**config.mk**
```make
export PLATFORM = sky130hd
export DESIGN_NAME = mem_mmio_ctrl_flat
export DESIGN_NICKNAME = d
export VERILOG_FILES = /design/src/rtl/mem_mmio_ctrl_if.sv /design/src/rtl/mem_mmio_ctrl.sv /design/src/flat_wrapper.sv
export SDC_FILE = /design/constraint.sdc
export NUM_CORES = 2
export LEC_CHECK = 0
export ABC_AREA = 1
export CORE_ASPECT_RATIO = 1.75
export CORE_UTILIZATION = 52
export DETAILED_ROUTE_END_ITERATION = 10
export PLACE_DENSITY = 0.68
export SLEW_MARGIN = 20
export SYNTH_ARGS = -nofsm -noshare
export SYNTH_HDL_FRONTEND = slang
export SYNTH_SLANG_ARGS = --single-unit
```
**constraint.sdc**
```tcl
create_clock -name clk -period 7.5 [get_ports clk]
set_input_delay 2.25 -clock clk [delete_from_list [all_inputs] [get_ports clk]]
set_output_delay 2.25 -clock clk [all_outputs]
set_load 0.01 [all_outputs]
```
**src/rtl/mem_mmio_ctrl_if.sv**
```systemverilog
// rtl/mem_mmio_ctrl_if.sv - request/acknowledge bus between the CPU data path and mem_mmio_ctrl
//   req/we/addr/wdata : master -> slave, sampled by the slave only while idle
//   rdata/ack/err     : slave -> master, valid in the single ack cycle
//   busy              : slave -> master, high from accept through the ack cycle
interface mem_mmio_ctrl_if #(
    parameter int unsigned DATA_W = 16,
    parameter int unsigned ADDR_W = 9
);
    logic              req;
    logic              we;
    logic [ADDR_W-1:0] addr;
    logic [DATA_W-1:0] wdata;
    logic [DATA_W-1:0] rdata;
    logic              ack;
    logic              err;
    logic              busy;

    modport master (
        output req, we, addr, wdata,
        input  rdata, ack, err, busy
    );

    modport slave (
        input  req, we, addr, wdata,
        output rdata, ack, err, busy
    );
endinterface

```
**src/rtl/mem_mmio_ctrl.sv**
```systemverilog
// rtl/mem_mmio_ctrl.sv - parametrised RAM plus memory-mapped switch/LED controller with wait states
//   clk       : rising-edge clock
//   reset     : asynchronous active-high reset (RAM contents are kept)
//   bus       : slave side of the req/ack access port
//   in_ports  : asynchronous switch inputs, port i at [i*DATA_W +: DATA_W]
//   out_ports : registered LED outputs, same packing
module mem_mmio_ctrl #(
    parameter int unsigned DATA_W      = 16,
    parameter int unsigned ADDR_W      = 9,
    parameter int unsigned MEM_WORDS   = 256,
    parameter int unsigned N_IN        = 2,
    parameter int unsigned N_OUT       = 2,
    parameter int unsigned IN_BASE     = 'h140,
    parameter int unsigned OUT_BASE    = 'h100,
    parameter int unsigned WAIT_CYCLES = 1
) (
    input  logic                    clk,
    input  logic                    reset,
    mem_mmio_ctrl_if.slave          bus,
    input  logic [N_IN*DATA_W-1:0]  in_ports,
    output logic [N_OUT*DATA_W-1:0] out_ports
);
    localparam int unsigned RAM_AW = (MEM_WORDS > 1) ? $clog2(MEM_WORDS) : 1;

    // Window bounds carry one extra bit so that an end bound equal to 2**ADDR_W is representable.
    localparam logic [ADDR_W:0] RAM_END = (ADDR_W+1)'(MEM_WORDS);
    localparam logic [ADDR_W:0] OUT_LO  = (ADDR_W+1)'(OUT_BASE);
    localparam logic [ADDR_W:0] OUT_HI  = (ADDR_W+1)'(OUT_BASE + N_OUT);
    localparam logic [ADDR_W:0] IN_LO   = (ADDR_W+1)'(IN_BASE);
    localparam logic [ADDR_W:0] IN_HI   = (ADDR_W+1)'(IN_BASE + N_IN);

    generate
        if (OUT_BASE < MEM_WORDS || IN_BASE < MEM_WORDS ||
            (OUT_BASE < IN_BASE + N_IN && IN_BASE < OUT_BASE + N_OUT)) begin : g_overlap
            $error("mem_mmio_ctrl: RAM, OUT and IN address windows overlap");
        end
        if (WAIT_CYCLES > 15) begin : g_wait_range
            $error("mem_mmio_ctrl: WAIT_CYCLES must be 0..15");
        end
    endgenerate

    typedef enum logic [1:0] {S_IDLE, S_WAIT, S_RESP} state_e;
    typedef enum logic [1:0] {R_RAM, R_OUT, R_IN, R_ILL} region_e;

    function automatic region_e decode(input logic [ADDR_W-1:0] a);
        logic [ADDR_W:0] ax;
        ax = {1'b0, a};
        if (ax < RAM_END)                return R_RAM;
        if (ax >= OUT_LO && ax < OUT_HI) return R_OUT;
        if (ax >= IN_LO && ax < IN_HI)   return R_IN;
        return R_ILL;
    endfunction

    state_e            state_q, state_d;
    logic [3:0]        cnt_q, cnt_d;
    logic              we_q;
    logic [ADDR_W-1:0] addr_q;
    logic [DATA_W-1:0] wdata_q;
    logic [DATA_W-1:0] pdata_q;
    logic [DATA_W-1:0] rdata_q;
    logic [DATA_W-1:0] in_s1_q [N_IN];
    logic [DATA_W-1:0] in_s2_q [N_IN];
    logic [DATA_W-1:0] out_q   [N_OUT];
    logic [DATA_W-1:0] mem_q   [MEM_WORDS];

    logic              accept;
    logic              enter_resp;
    logic [ADDR_W-1:0] cur_addr;
    logic              cur_we;
    region_e           cur_region;
    logic              cur_illegal;
    logic [DATA_W-1:0] port_val;
    logic [DATA_W-1:0] rd_val;
    region_e           region_q;
    logic              illegal_q;
    logic              commit;
    logic [N_OUT-1:0]  out_wr;

    assign accept     = (state_q == S_IDLE) && bus.req;
    assign enter_resp = (state_d == S_RESP) && (state_q != S_RESP);

    // While idle the access being accepted is still on the bus; afterwards it lives in the
    // latched copy. With zero wait states RESP follows IDLE directly, so the RAM read address
    // has to come straight from the bus.
    always_comb begin
        cur_addr    = (state_q == S_IDLE) ? bus.addr : addr_q;
        cur_we      = (state_q == S_IDLE) ? bus.we   : we_q;
        cur_region  = decode(cur_addr);
        cur_illegal = (cur_region == R_ILL) || (cur_region == R_IN && cur_we);
        port_val    = '0;
        for (int i = 0; i < int'(N_IN); i++) begin
            if (cur_region == R_IN && cur_addr == ADDR_W'(IN_BASE + i))
                port_val = in_s2_q[i];
        end
        for (int i = 0; i < int'(N_OUT); i++) begin
            if (cur_region == R_OUT && cur_addr == ADDR_W'(OUT_BASE + i))
                port_val = out_q[i];
        end
    end

    // Port data is snapshotted at accept so a switch read sees the value synchronised at
    // request time; RAM data is fetched on the edge entering RESP.
    always_comb begin
        if (cur_illegal || cur_we)
            rd_val = '0;
        else if (cur_region == R_RAM)
            rd_val = mem_q[cur_addr[RAM_AW-1:0]];
        else if (state_q == S_IDLE)
            rd_val = port_val;
        else
            rd_val = pdata_q;
    end

    always_comb begin
        region_q  = decode(addr_q);
        illegal_q = (region_q == R_ILL) || (region_q == R_IN && we_q);
        commit    = (state_q == S_RESP) && we_q && !illegal_q;
        out_wr    = '0;
        for (int i = 0; i < int'(N_OUT); i++) begin
            out_wr[i] = commit && (region_q == R_OUT) && (addr_q == ADDR_W'(OUT_BASE + i));
        end
    end

    // FSM: state register
    always_ff @(posedge clk or posedge reset) begin
        if (reset) begin
            state_q <= S_IDLE;
            cnt_q   <= 4'd0;
        end else begin
            state_q <= state_d;
            cnt_q   <= cnt_d;
        end
    end

    // FSM: next state
    always_comb begin
        state_d = state_q;
        cnt_d   = cnt_q;
        case (state_q)
            S_IDLE: begin
                if (bus.req) begin
                    cnt_d   = 4'(WAIT_CYCLES);
                    state_d = (WAIT_CYCLES == 0) ? S_RESP : S_WAIT;
                end
            end
            S_WAIT: begin
                cnt_d = cnt_q - 4'd1;
                if (cnt_q <= 4'd1)
                    state_d = S_RESP;
            end
            S_RESP:  state_d = S_IDLE;
            default: state_d = S_IDLE;
        endcase
    end

    // FSM: outputs
    always_comb begin
        bus.ack   = (state_q == S_RESP);
        bus.err   = (state_q == S_RESP) && illegal_q;
        bus.busy  = (state_q != S_IDLE);
        bus.rdata = rdata_q;
    end

    // An OUT write is committed on the edge leaving RESP but already drives the LEDs during
    // the ack cycle; a reset inside RESP drops it together with the register contents.
    always_comb begin
        out_ports = '0;
        for (int i = 0; i < int'(N_OUT); i++) begin
            out_ports[i*DATA_W +: DATA_W] = out_wr[i] ? wdata_q : out_q[i];
        end
    end

    always_ff @(posedge clk or posedge reset) begin
        if (reset) begin
            we_q    <= 1'b0;
            addr_q  <= '0;
            wdata_q <= '0;
            pdata_q <= '0;
            rdata_q <= '0;
            for (int i = 0; i < int'(N_IN); i++) begin
                in_s1_q[i] <= '0;
                in_s2_q[i] <= '0;
            end
            for (int i = 0; i < int'(N_OUT); i++) begin
                out_q[i] <= '0;
            end
        end else begin
            for (int i = 0; i < int'(N_IN); i++) begin
                in_s1_q[i] <= in_ports[i*DATA_W +: DATA_W];
                in_s2_q[i] <= in_s1_q[i];
            end
            if (accept) begin
                we_q    <= bus.we;
                addr_q  <= bus.addr;
                wdata_q <= bus.wdata;
                pdata_q <= port_val;
            end
            if (enter_resp)
                rdata_q <= rd_val;
            for (int i = 0; i < int'(N_OUT); i++) begin
                if (out_wr[i])
                    out_q[i] <= wdata_q;
            end
        end
    end

    // RAM has no reset so its contents survive a reset of the controller.
    always_ff @(posedge clk) begin
        if (commit && region_q == R_RAM)
            mem_q[addr_q[RAM_AW-1:0]] <= wdata_q;
    end
endmodule

```
**src/flat_wrapper.sv**
```systemverilog
// flat-port wrapper written by rule: the top's interface ports become plain ports
module mem_mmio_ctrl_flat 
#(
    parameter int unsigned DATA_W      = 16,
    parameter int unsigned ADDR_W      = 9,
    parameter int unsigned MEM_WORDS   = 256,
    parameter int unsigned N_IN        = 2,
    parameter int unsigned N_OUT       = 2,
    parameter int unsigned IN_BASE     = 'h140,
    parameter int unsigned OUT_BASE    = 'h100,
    parameter int unsigned WAIT_CYCLES = 1
)
  (clk, reset, in_ports, out_ports, bus_req, bus_we, bus_addr, bus_wdata, bus_rdata, bus_ack, bus_err, bus_busy);
  mem_mmio_ctrl_if #(.DATA_W(DATA_W), .ADDR_W(ADDR_W)) bus_i ();
  input  logic clk;
  input  logic reset;
  input  logic [N_IN*DATA_W-1:0] in_ports;
  output logic [N_OUT*DATA_W-1:0] out_ports;
  input wire logic [$bits(bus_i.req)-1:0] bus_req;
  input wire logic [$bits(bus_i.we)-1:0] bus_we;
  input wire logic [$bits(bus_i.addr)-1:0] bus_addr;
  input wire logic [$bits(bus_i.wdata)-1:0] bus_wdata;
  output wire logic [$bits(bus_i.rdata)-1:0] bus_rdata;
  output wire logic [$bits(bus_i.ack)-1:0] bus_ack;
  output wire logic [$bits(bus_i.err)-1:0] bus_err;
  output wire logic [$bits(bus_i.busy)-1:0] bus_busy;
  assign bus_i.req = bus_req;
  assign bus_i.we = bus_we;
  assign bus_i.addr = bus_addr;
  assign bus_i.wdata = bus_wdata;
  assign bus_rdata = bus_i.rdata;
  assign bus_ack = bus_i.ack;
  assign bus_err = bus_i.err;
  assign bus_busy = bus_i.busy;
  mem_mmio_ctrl #(.DATA_W(DATA_W), .ADDR_W(ADDR_W), .MEM_WORDS(MEM_WORDS), .N_IN(N_IN), .N_OUT(N_OUT), .IN_BASE(IN_BASE), .OUT_BASE(OUT_BASE), .WAIT_CYCLES(WAIT_CYCLES)) u_core (.clk(clk), .reset(reset), .bus(bus_i), .in_ports(in_ports), .out_ports(out_ports));
endmodule
```
==> results.py <==
metrics = {
    "status": {
        "status": "completed",
    },
    "drt": {
        "vias_per_cell": 5.93,
        "drc": 0,
        "ant_nets": 0,
        "drt_iter0_markers": 14235,
        "vias": 116334,
        "wl_um": 543000,
        "wl_per_cell_um": 27.7,
        "drt-pass1-iter-count": 6,
    },
    "floorplanning": {
        "fp.dieH_um": 764,
        "die_w_um": 437,
        "core_um2": 330000,
        "rows": 279,
        "fp.dieArea_um2": 334000,
        "initial_core_util": 0.523,
        "ios": 112,
    },
    "setup_path": {
        "crit_buf_inv": 3,
        "reg2reg_setup_slack_ns": 2.16,
        "cpMostUsedCell": "nand2_1",
        "reg2regPathDepth": 18,
        "worstPathCellList": "nor2_1 -> nand2_1 -> o41ai_1 -> nand2_1 -> inv_1 -> nand3_1 -> buf_4 -> o21ai_0 -> clkdlybuf4s50_1",
        "reg2reg_to": "u_core.bus.rdata[5]$_DFFE_PP0P_",
        "cp_max_fo": 32,
        "cp-end-kind": "output port",
        "critPathTopFamily": "buffers and inverters",
        "cp.required_ns": 5.25,
        "path_class": "register to output port",
        "regToRegStartpoint": "u_core.state_q[0]$_DFF_PP0_",
        "max_stage_delay_ns": 0.72,
        "worstPathArrival_ns": 4.08,
        "cp-start-kind": "register",
        "critPathSlowestCell": "o21ai_0",
    },
    "hold_path": {
        "min_path_type": "register to register",
        "holdPathStages": 0,
        "min-delay-start": "u_core.in_s1_q[6]$_DFF_PP0_",
        "min_to": "u_core.in_s2_q[6]$_DFF_PP0_",
    },
    "timing": {
        "setup_violations": 0,
        "fin_crit_ns": 6.33,
        "finalHoldViolCount": 0,
        "fin_skew_ns": 0.0554,
        "slew_viol_final": 0,
        "fin_crit_sh": 0.845,
        "worst_slew_pin_slew_ns": 1.30,
        "grt_setup_unrepaired": "no",
        "tns_ns": 0,
        "fmax_mhz": 158,
        "timing.slew.headroom": 0.133,
    },
    "place": {
        "hpwl_um": 335000,
        "gp_congestion": 1.07,
        "dpl_cell_area_um2": 180000,
        "io_buffer_count": 111,
        "dpl.cell_count": 18927,
    },
    "synthesis": {
        "async_reset_ff_frac": 0.0376,
        "yosys.area.top_type": "edfxtp_1",
        "synth_simple_gate_area_frac": 0.217,
        "synth_edf_count": 4096,
        "seq_area_frac_synth": 0.736,
        "yosys.area.top_type_share": 0.713,
        "synth-seq-cells": 4256,
        "synth_nets": 14883,
        "muxShareOfSynthArea": 0,
        "ys_warn_count": 0,
        "synth_xor_area_frac": 0,
        "syn-cell-area_um2": 172000,
        "synthFlopType": "edfxtp_1",
        "synthCells": 14820,
        "synth_fa_ha_area_frac": 0.000145,
        "synth.area.top_cells": "edfxtp_1 71%, nand2_1 12%, nand3_1 9.1%",
        "ys_types": 34,
        "synth_area_per_cell_um2": 11.6,
        "synth_commonest_cells": "5420 x nand2_1, 4096 x edfxtp_1, 3123 x nand3_1",
        "synth_top_family_by_area": "simple AND/OR/NAND/NOR gates",
        "synth_compound_area_frac": 0.0120,
        "yosysMostFrequentCell": "nand2_1",
    },
    "power_and_ir_drop": {
        "cellPowerDensity_nw_per_um2": 486,
        "leakage_nw": 69.3,
        "peakVddDrop_mv": 0.495,
    },
    "clock_tree": {
        "clockBufferDepth": 4,
        "cts_tree": "done",
        "clock-root-buffer": "clkbuf_16",
        "clk_pin_slew_ns": 0.07,
        "clock_sinks": 4256,
        "cts-htree-levels": 5,
        "cts_resized": 0,
        "clk-insertion-delay-late_ns": 0.98,
        "post_cts_buffers": 0,
        "cts_buffers": 367,
        "holdBufCountCts": 0,
    },
    "finish": {
        "drive_above_1_share": 0.0770,
        "syn_to_final_growth_pct": 11.3,
        "postLayoutCellArea_um2": 192000,
        "nFillCells": 25723,
        "final_cells": 19613,
        "layout.nets": 15004,
    },
    "global_route": {
        "grt_start_max_net_pins": 174,
        "grtUsageTotal": 0.321,
        "grt-ovfl-total": 0,
        "grt_pass1_vias": 110204,
        "grt_pass1_wl_um": 772000,
        "antenna_found_initial": 27,
    },
    "run": {
        "drv_cap": 0,
    },
}
[final cells by class]
| cell class | instances | area (um^2) | share of cell area |
|---|---|---|---|
| Multi-Input combinational cell | 9297 | 39700 | 0.207 |
| Tap cell | 4355 | 5450 | 0.0284 |
| Clock buffer | 443 | 9650 | 0.0503 |
| Antenna cell | 21 | 52.6 | 0.000274 |
| Sequential cell | 4256 | 127000 | 0.662 |
| Timing Repair Buffer | 674 | 6460 | 0.0337 |
| Inverter | 345 | 1330 | 0.00690 |
| Clock inverter | 222 | 2240 | 0.0117 |
[worst register-to-register path, cell delays in order, from the launching register on]
cell and delay [ns]:
dfrtp_1 0.42, inv_1 0.10, nand2_2 0.43, nand2_4 0.36, nand2_4 0.71, buf_12 0.32, buf_12 0.36, nand2_1 0.18
nand3_1 0.09, nand2_1 0.09, a21oi_1 0.13, nand3_1 0.84, nand3_1 0.40, nand3_1 0.29, nand3_1 0.19, nand2_1 0.09
nand2_1 0.16, nand2_1 0.09, nand2_1 0.08
[worst max-delay path by stage]
| stage | cells past startpoint | from | end |
|---|---|---|---|
| finish | 9 | u_core.addr_q[2]$_DFFE_PP0P_ | out_ports[29] |
| detailed placement | 18 | bus_addr[0] | u_core.bus.rdata[5]$_DFFE_PP0P_ |
| CTS | 9 | u_core.addr_q[2]$_DFFE_PP0P_ | out_ports[29] |
| floorplan | 1 | reset | u_core.addr_q[0]$_DFFE_PP0P_ |
| global route | 9 | u_core.addr_q[2]$_DFFE_PP0P_ | out_ports[29] |
| global placement | 18 | bus_addr[0] | u_core.bus.rdata[5]$_DFFE_PP0P_ |
[state kept, by name, summed over array words and instances, names as in the netlist]
| register | cells |
|---|---|
| u_core.in_s1_q | 32 |
| u_core.state_q | 2 |
| u_core.mem_q | 4096 |
| u_core.pdata_q | 16 |
| u_core.bus.rdata | 16 |
| u_core.addr_q | 9 |
| u_core.wdata_q | 16 |
| u_core.in_s2_q | 32 |
| u_core.cnt_q | 4 |
| u_core.we_q | 1 |
| u_core.out_q | 32 |
[power breakdown]
part	switching (mW)	internal (mW)
Sequential	1.11	29.5
Clock	8.62	10.6
Combinational	33.5	9.95
Total	43.3	50.0
[through the flow]
stage / setup WS, ns / hold WS [ns] / power, mW / utilization
detailed placement: 0.864 / 0.335 / 73.3 / 0.546
finish: 1.17 / 0.342 / 93.3 / 0.582
floorplan: 0.930 / 0.331 / 54.8 / -
global route: 1.14 / 0.352 / 96.3 / 0.582
CTS: 1.21 / 0.344 / 92.3 / 0.582
global placement: 0.865 / 0.335 / 73.1 / 0.546
[layout by cell type, fill, tap and decap left out, drive strengths merged, types with 2 or more instances in the layout]
cell type and instances:
buf 563, nor2 316, clkbuf 443, bufinv 39, clkinv 149, o21ai 129
o211ai 19, diode 21, nand4 12, nand3 3125, ha 2, a21oi 236
edfxtp 4096, clkinvlp 17, dfrtp 160, nor3 20, clkdlybuf4s50 111, inv 362
a31oi 7, nand2 5427
[cells by family (layout without fill, tap and decap cells)]
family                     Yosys count  in the layout
AOI/OAI and AO/OA                  394            394
buffers and inverters             1267           1684
adders and majority gates            2              2
DFF                               4256           4256
other                                0             21
and+or+nand+nor                   8901           8901
[metal layers]
| layer | vias up | part of all wire | track usage |
|---|---|---|---|
| li1 | 51692 | - | - |
| met4 | 12 | 0.11 | 0.301 |
| met2 | 6054 | 0.48 | 0.521 |
| met5 | - | 0.00013 | 0 |
| met3 | 1538 | 0.086 | 0.0581 |
| met1 | 57038 | 0.32 | 0.358 |
Power figures use the tool's default switching activity.
